$ cat src/rtl/l2_bus_arbiter.sv
// Shares the single L1->L2 request port between the I-cache and the D-cache.
// One transaction outstanding at a time: arbitrate, issue, wait for completion, ack.
module l2_bus_arbiter #(
  parameter int ADDR_W  = 32,
  parameter int MODE    = 0,
  parameter int TIMEOUT = 64,
  parameter int CNT_W   = 16
) (
  input  logic              clock,
  input  logic              reset,
  input  logic              ic_req,
  input  logic [ADDR_W-1:0] ic_addr,
  output logic              ic_ack,
  input  logic              dc_req,
  input  logic [1:0]        dc_op,
  input  logic [ADDR_W-1:0] dc_addr,
  output logic              dc_ack,
  output logic              l2_valid,
  output logic [1:0]        l2_op,
  output logic [ADDR_W-1:0] l2_addr,
  input  logic              l2_ready,
  input  logic              l2_done,
  output logic              busy,
  output logic              owner,
  output logic              timeout_err,
  output logic [CNT_W-1:0]  ic_grants,
  output logic [CNT_W-1:0]  dc_grants
);

  typedef enum logic [1:0] {
    IDLE  = 2'b00,
    ISSUE = 2'b01,
    WAIT  = 2'b10,
    ACK   = 2'b11
  } state_t;

  localparam logic [31:0]      TIMEOUT_C = 32'(TIMEOUT);
  localparam logic [CNT_W-1:0] CNT_MAX_C = {CNT_W{1'b1}};
  localparam logic [CNT_W-1:0] CNT_ONE_C = CNT_W'(1);

  state_t      state_r;
  state_t      state_next_s;
  logic        last_owner_r;
  logic [31:0] wait_cnt_r;
  logic        grant_s;
  logic        winner_s;
  logic        timeout_hit_s;

  // next-state, arbitration and timeout detection
  always_comb begin
    state_next_s  = state_r;
    grant_s       = 1'b0;
    winner_s      = 1'b0;
    timeout_hit_s = 1'b0;
    case (state_r)
      IDLE: begin
        if (ic_req || dc_req) begin
          grant_s      = 1'b1;
          state_next_s = ISSUE;
          if (MODE != 0) begin
            winner_s = dc_req;
          end else if (ic_req && dc_req) begin
            winner_s = ~last_owner_r;
          end else begin
            winner_s = dc_req;
          end
        end else begin
          state_next_s = IDLE;
        end
      end
      ISSUE: begin
        if (l2_ready) begin
          state_next_s = WAIT;
        end else begin
          state_next_s = ISSUE;
        end
      end
      WAIT: begin
        // completion beats a timeout landing on the same cycle
        if (l2_done) begin
          state_next_s = ACK;
        end else if ((TIMEOUT_C != 32'd0) && ((wait_cnt_r + 32'd1) >= TIMEOUT_C)) begin
          timeout_hit_s = 1'b1;
          state_next_s  = ACK;
        end else begin
          state_next_s = WAIT;
        end
      end
      ACK: begin
        state_next_s = IDLE;
      end
      default: begin
        state_next_s = IDLE;
      end
    endcase
  end

  // state, registered outputs, grant bookkeeping
  always_ff @(posedge clock) begin
    if (reset) begin
      state_r      <= IDLE;
      last_owner_r <= 1'b1;
      wait_cnt_r   <= 32'd0;
      l2_valid     <= 1'b0;
      l2_op        <= 2'b00;
      l2_addr      <= '0;
      ic_ack       <= 1'b0;
      dc_ack       <= 1'b0;
      busy         <= 1'b0;
      owner        <= 1'b0;
      timeout_err  <= 1'b0;
      ic_grants    <= '0;
      dc_grants    <= '0;
    end else begin
      state_r  <= state_next_s;
      l2_valid <= (state_next_s == ISSUE);
      busy     <= (state_next_s != IDLE);
      ic_ack   <= (state_next_s == ACK) && !owner;
      dc_ack   <= (state_next_s == ACK) && owner;

      if (state_r == WAIT) begin
        wait_cnt_r <= wait_cnt_r + 32'd1;
      end else begin
        wait_cnt_r <= 32'd0;
      end

      if (timeout_hit_s) begin
        timeout_err <= 1'b1;
      end

      if (state_r == ACK) begin
        last_owner_r <= owner;
      end

      if (grant_s) begin
        owner <= winner_s;
        if (winner_s) begin
          l2_addr <= dc_addr;
          l2_op   <= (dc_op == 2'b11) ? 2'b00 : dc_op;
          if (dc_grants != CNT_MAX_C) begin
            dc_grants <= dc_grants + CNT_ONE_C;
          end
        end else begin
          l2_addr <= ic_addr;
          l2_op   <= 2'b00;
          if (ic_grants != CNT_MAX_C) begin
            ic_grants <= ic_grants + CNT_ONE_C;
          end
        end
      end
    end
  end

endmodule

$ cat config.mk
export PLATFORM = sky130hd
export DESIGN_NAME = l2_bus_arbiter
export DESIGN_NICKNAME = d
export VERILOG_FILES = /design/src/rtl/l2_bus_arbiter.sv
export SDC_FILE = /design/constraint.sdc
export NUM_CORES = 1
export LEC_CHECK = 0
export CAP_MARGIN = 15
export CORE_MARGIN = 2
export CORE_UTILIZATION = 45
export CTS_CLUSTER_SIZE = 20
export DETAILED_ROUTE_END_ITERATION = 10
export PLACE_DENSITY_LB_ADDON = 0.3
export SLEW_MARGIN = 10
export SYNTH_ARGS = -nofsm -noshare
export SYNTH_HDL_FRONTEND = slang
export SYNTH_SLANG_ARGS = --single-unit
export TNS_END_PERCENT = 20
$ cat constraint.sdc
create_clock -name clock -period 5.6 [get_ports clock]
set_clock_uncertainty 0.15 [all_clocks]
set_input_delay 1.4 -clock clock [delete_from_list [all_inputs] [get_ports clock]]
set_output_delay 1.4 -clock clock [all_outputs]
set_load 0.05 [all_outputs]
# After elaboration in Yosys (flattened, before gate mapping)
# Index checks and enable logic that the tools add are counted.
[word_totals]
wordCells = 54
inputBits = 72
regBits = 107
output_inout_bits = 72
[classes]
n_eq_ne = 8
n_reduce_logical = 10
order_cmp = 1
n_mux = 16
addsub = 3
bitwise = 3
[ops]
columns = ["operator", "count"]
rows = [
  ["adder 16 x 1 -> 16 bit, second input constant", 2],
  ["adder 32 x 1 -> 32 bit, second input constant", 1],
  [">= comparator 32 x 7 -> 1 bit, second input constant", 1],
  ["two-way mux 32 bit", 1],
  ["!= test 16 bit, second input constant", 2],
  ["two-way mux 1 bit", 11],
  ["equality test 2 bit, second input constant", 4],
  ["case mux 2 bit (4 select lines)", 1],
  ["two-way mux 2 bit", 3],
  ["AND reduction 3 bit", 2],
  ["equality test 2 x 1 -> 1 bit, second input constant", 2],
  ["logical AND 1 bit", 3],
  ["inverter 1 bit", 3],
  ["logical NOT 2 bit", 1],
  ["nonzero test 2 bit", 1],
  ["OR reduction 2 bit", 1],
  ["logical NOT 1 bit", 1],
  ["logical OR 1 bit", 1],
]

# Longest topological paths before layout
[logic_depth]
ltp_word = 7
mapped_depth = 9
mapped_depth_nobuf = 8

# Worst setup path before layout
# Ideal clock, no wire load.
[synth_timing]
path_type = "input-to-reg"
from = "in ic_req"
to = "reg ic_grants[8]"
path_slack_ps = 2604
n_path_buf = 0
t_required_ps = 5322
t_arrival_ps = 2719
cell_stages = 7
setup_time_ps = 128
path_cell_list = "inv_2 a2111oi_4 o21ai_2 nor3_1 nand3_1 xor2_1 nor2_1"
[synth_via]
elab_chain_len = 6
elab_cells_between_ends = 9
cone_classes = "mux: 5; bitwise: 1; reduce/logical: 3"
[synth_lines]
columns = ["element", "line_no", "rtl"]
rows = [
  ["start: declaration", "11", "input logic ic_req,"],
  ["logical AND 1 bit", "62", "end else if (ic_req && dc_req) begin"],
  ["two-way mux 1 bit", "62", ""],
  ["two-way mux 1 bit", "57", "if (ic_req || dc_req) begin"],
  ["two-way mux 1 bit", "55", "case (state_r)"],
  ["inverter 1 bit (no source line)", "-", ""],
  ["AND reduction 3 bit (no source line) *", "-", ""],
  ["end signal: assignment", "147", "ic_grants <= ic_grants + CNT_ONE_C;"],
  ["end: declaration", "26", "output logic [CNT_W-1:0] ic_grants,"],
]
# Every way passes the cells marked *; elsewhere a longest branch is shown, timed or not.
# A chain may end at the register's enable or synchronous reset.

# Worst setup path in the final report
# Ends and elaborated chain as after synthesis.

==> flow_metrics.tcl <==
set metrics [dict create \
    crit_fanout 24 \
    clock-root-buffer "clkbuf_16" \
    vias 4629 \
    worst-slew-pin-transition_ps 797 \
    cts_inserted_buffers 9 \
    grt-ovfl-total 0 \
    cp-start-kind "input pin" \
    ys_ff_latch 107 \
    hp-class "flop to flop" \
    synth.most_common_cell "dfxtp_1" \
    hp-start "wait_cnt_r[0]" \
    vias_per_cell 5.45 \
    grt_usage_pct 22.7 \
    end_kind "flop" \
    finalSetupTns_ps 0 \
    cts_setup_buffers 0 \
    utilization_pct 62.8 \
    relSlewSlack_pct 46.9 \
    ff2ff_setup_slack_ps 2820 \
    max-vdd-ir-drop_mv 0.195 \
    ys_seq_area_share_pct 42.2 \
    drive_gt1_share_pct 6.76 \
    nFillCells 955 \
    nets 780 \
    synth_edf_count 0 \
    h-tree-depth 3 \
    synth_nets 653 \
    gp_congestion 0.849 \
    hold_end "wait_cnt_r[0]" \
    clk_path_buf_depth 2 \
    place_hpwl_um 9790 \
    timing.rr.end "dc_ack" \
    worstPathArrival_ps 3640 \
    reg2reg_depth 8 \
    avgSynthCellArea_um2 8.78 \
    drc 0 \
    num_io_pins 144 \
    ant_nets 0 \
    port_buffers 143 \
    synth_largest_area_cell "dfxtp_1" \
    routed_wl_um 13800 \
    post_cts_resize_count 0 \
    syn_to_final_growth_pct 35.3 \
    antenna_found_initial 0 \
    row_count 38 \
    netlist_instances 578 \
    worstSkewPairLatency_ps 360 \
    synthTopCellsByArea "dfxtp_1 42%, nor2_1 6.1%, xnor2_1 5.2%, xor2_1 4.1%, a22oi_1 3.4%" \
    clock-sinks 107 \
    synthArstFlopShare_pct 0 \
    rsz0062_at_grt "false" \
    period_minus_slack_ps 3570 \
    critPathKind "input pin to flop" \
    routedWlPerCell_um 16.2 \
    grt_pass1_vias 4506 \
    die_h_um 110 \
    grt_pass1_wl_um 21600 \
    max_freq_mhz 280 \
    antennaDiodeCount 0 \
    dr.first_iter.drc_count 335 \
    finalMaxSlewViolations 0 \
    required_ps 5670 \
    die_w_um 110 \
    clk_pin_slew_ps 70 \
    yosysTopAreaCellShare_pct 42.2 \
    cts_tree "built" \
    hold_depth 1 \
    yosys_warnings 0 \
    r2r-start "wait_cnt_r[0]" \
    ys.flop_type "dfxtp_1" \
    hold_violations 0 \
    finalSetupViolations 0 \
    leakage_nw 2.37 \
    regArea_mm2 0.00214 \
    status "completed" \
    cts_hold_buffers 0 \
    initial_core_util_pct 46.4 \
    synth_common_cells "107 x dfxtp_1, 82 x nor2_1, 44 x nand2_1" \
    design.core.area_mm2 0.0109 \
    synthesis.area_mm2 0.00507 \
    fp.dieArea_mm2 0.0121 \
    grt_max_degree 76 \
    first_pass_iters 4 \
    multi_input_area_mm2 0.00273 \
    powerDensity_mw_per_mm2 269 \
    synth_cell_types 58 \
    maxCapViolCount 0 \
    post-route-period-util_pct 63.8 \
]
## metal layers
layer / GRT usage (%) / vias up / wire length (um) / part of all wire, %
li1: - / 2318 / - / -
met1: 28.6 / 2190 / 6010 / 44
met2: 37.1 / 103 / 6720 / 49
met3: 7.82 / 18 / 848 / 6.2
met4: 5.89 / 0 / 183 / 1.3
met5: 0 / - / 0 / 0
## worst max path at each step
stage | cells past startpoint | endpoint | start | slack (ps)
after floorplan | 7 | ic_grants[8] | ic_req | 2600
after global placement | 9 | ic_grants[8] | ic_req | 1740
after detailed placement | 9 | ic_grants[8] | ic_req | 1670
after CTS | 9 | ic_grants[8] | ic_req | 2030
after global routing | 9 | ic_grants[8] | ic_req | 1810
final | 9 | ic_grants[8] | ic_req | 2030
## flip-flops by register name, indices dropped and copies added (netlist names)
signal	count
ic_ack	1
dc_ack	1
l2_addr	32
ic_grants	16
last_owner_r	1
wait_cnt_r	32
l2_valid	1
busy	1
l2_op	2
timeout_err	1
owner	1
dc_grants	16
state_r	2
## critical path, cell delays in order
cell and delay, ps:
clkdlybuf4s50_1 560, inv_2 70, a2111oi_4 300, buf_4 330, o21ai_2 200, nor3_1 420, nand3_1 160, xor2_1 150
nor2_1 50
## cell usage in the layout (no fill, tap or decap), drive strengths merged, types with 2 or more instances in the layout
| master | count |
|---|---|
| a211oi | 14 |
| a21boi | 3 |
| a21oi | 35 |
| a22oi | 23 |
| a311oi | 2 |
| a31oi | 4 |
| a32oi | 2 |
| and2 | 2 |
| and3 | 18 |
| and4 | 14 |
| buf | 5 |
| clkbuf | 11 |
| clkdlybuf4s50 | 142 |
| clkinv | 2 |
| dfxtp | 107 |
| ha | 3 |
| inv | 19 |
| mux2i | 13 |
| nand2 | 44 |
| nand2b | 3 |
| nand3 | 22 |
| nand4 | 22 |
| nor2 | 82 |
| nor2b | 2 |
| nor3 | 13 |
| nor3b | 3 |
| nor4 | 11 |
| o21ai | 10 |
| o21ba | 3 |
| o21bai | 2 |
| or3 | 7 |
| xnor2 | 30 |
| xor2 | 24 |
## report_power, final
group          total [mW]  switching, mW  leakage [nW]  internal, mW
clock network       0.634          0.301         0.146         0.333
logic               0.387          0.239          1.35         0.149
registers           0.824         0.0256         0.870         0.798
## cells by family (layout without fill, tap and decap cells)
| group | count (synthesis) | after routing | synth area share (%) |
|---|---|---|---|
| AOI/OAI and AO/OA | 105 | 105 | 14.5 |
| xor gates and xnor gates | 54 | 54 | 9.32 |
| adders and majority gates | 3 | 3 | 0.740 |
| buffers and inverters | 48 | 180 | 4.04 |
| DFF | 107 | 107 | 42.2 |
| muxes | 14 | 14 | 2.86 |
| and+or+nand+nor | 247 | 247 | 26.4 |
## cell type report
type / instances / area share, %
clock inverters: 5 / 0.638
flip-flops and latches: 107 / 31.2
well taps: 140 / 2.55
multi-input cells: 423 / 39.8
repair buffers: 147 / 21.2
inverters: 17 / 0.930
clock buffers: 11 / 3.68
## metrics by stage
step | hold WS, ps | worst slack (ps) | std cells | instance area [um2] | power, mW
floorplan | 291 | 2600 | 578 | 5070 | 1.07
global placement | 307 | 1740 | 834 | 6570 | 1.22
detailed placement | 325 | 1670 | 834 | 6570 | 1.23
CTS | 342 | 2030 | 850 | 6860 | 1.87
global route | 372 | 1810 | 850 | 6860 | 1.92
finish | 332 | 2030 | 850 | 6860 | 1.85
Note: power is estimated with default switching activity, not from simulation.
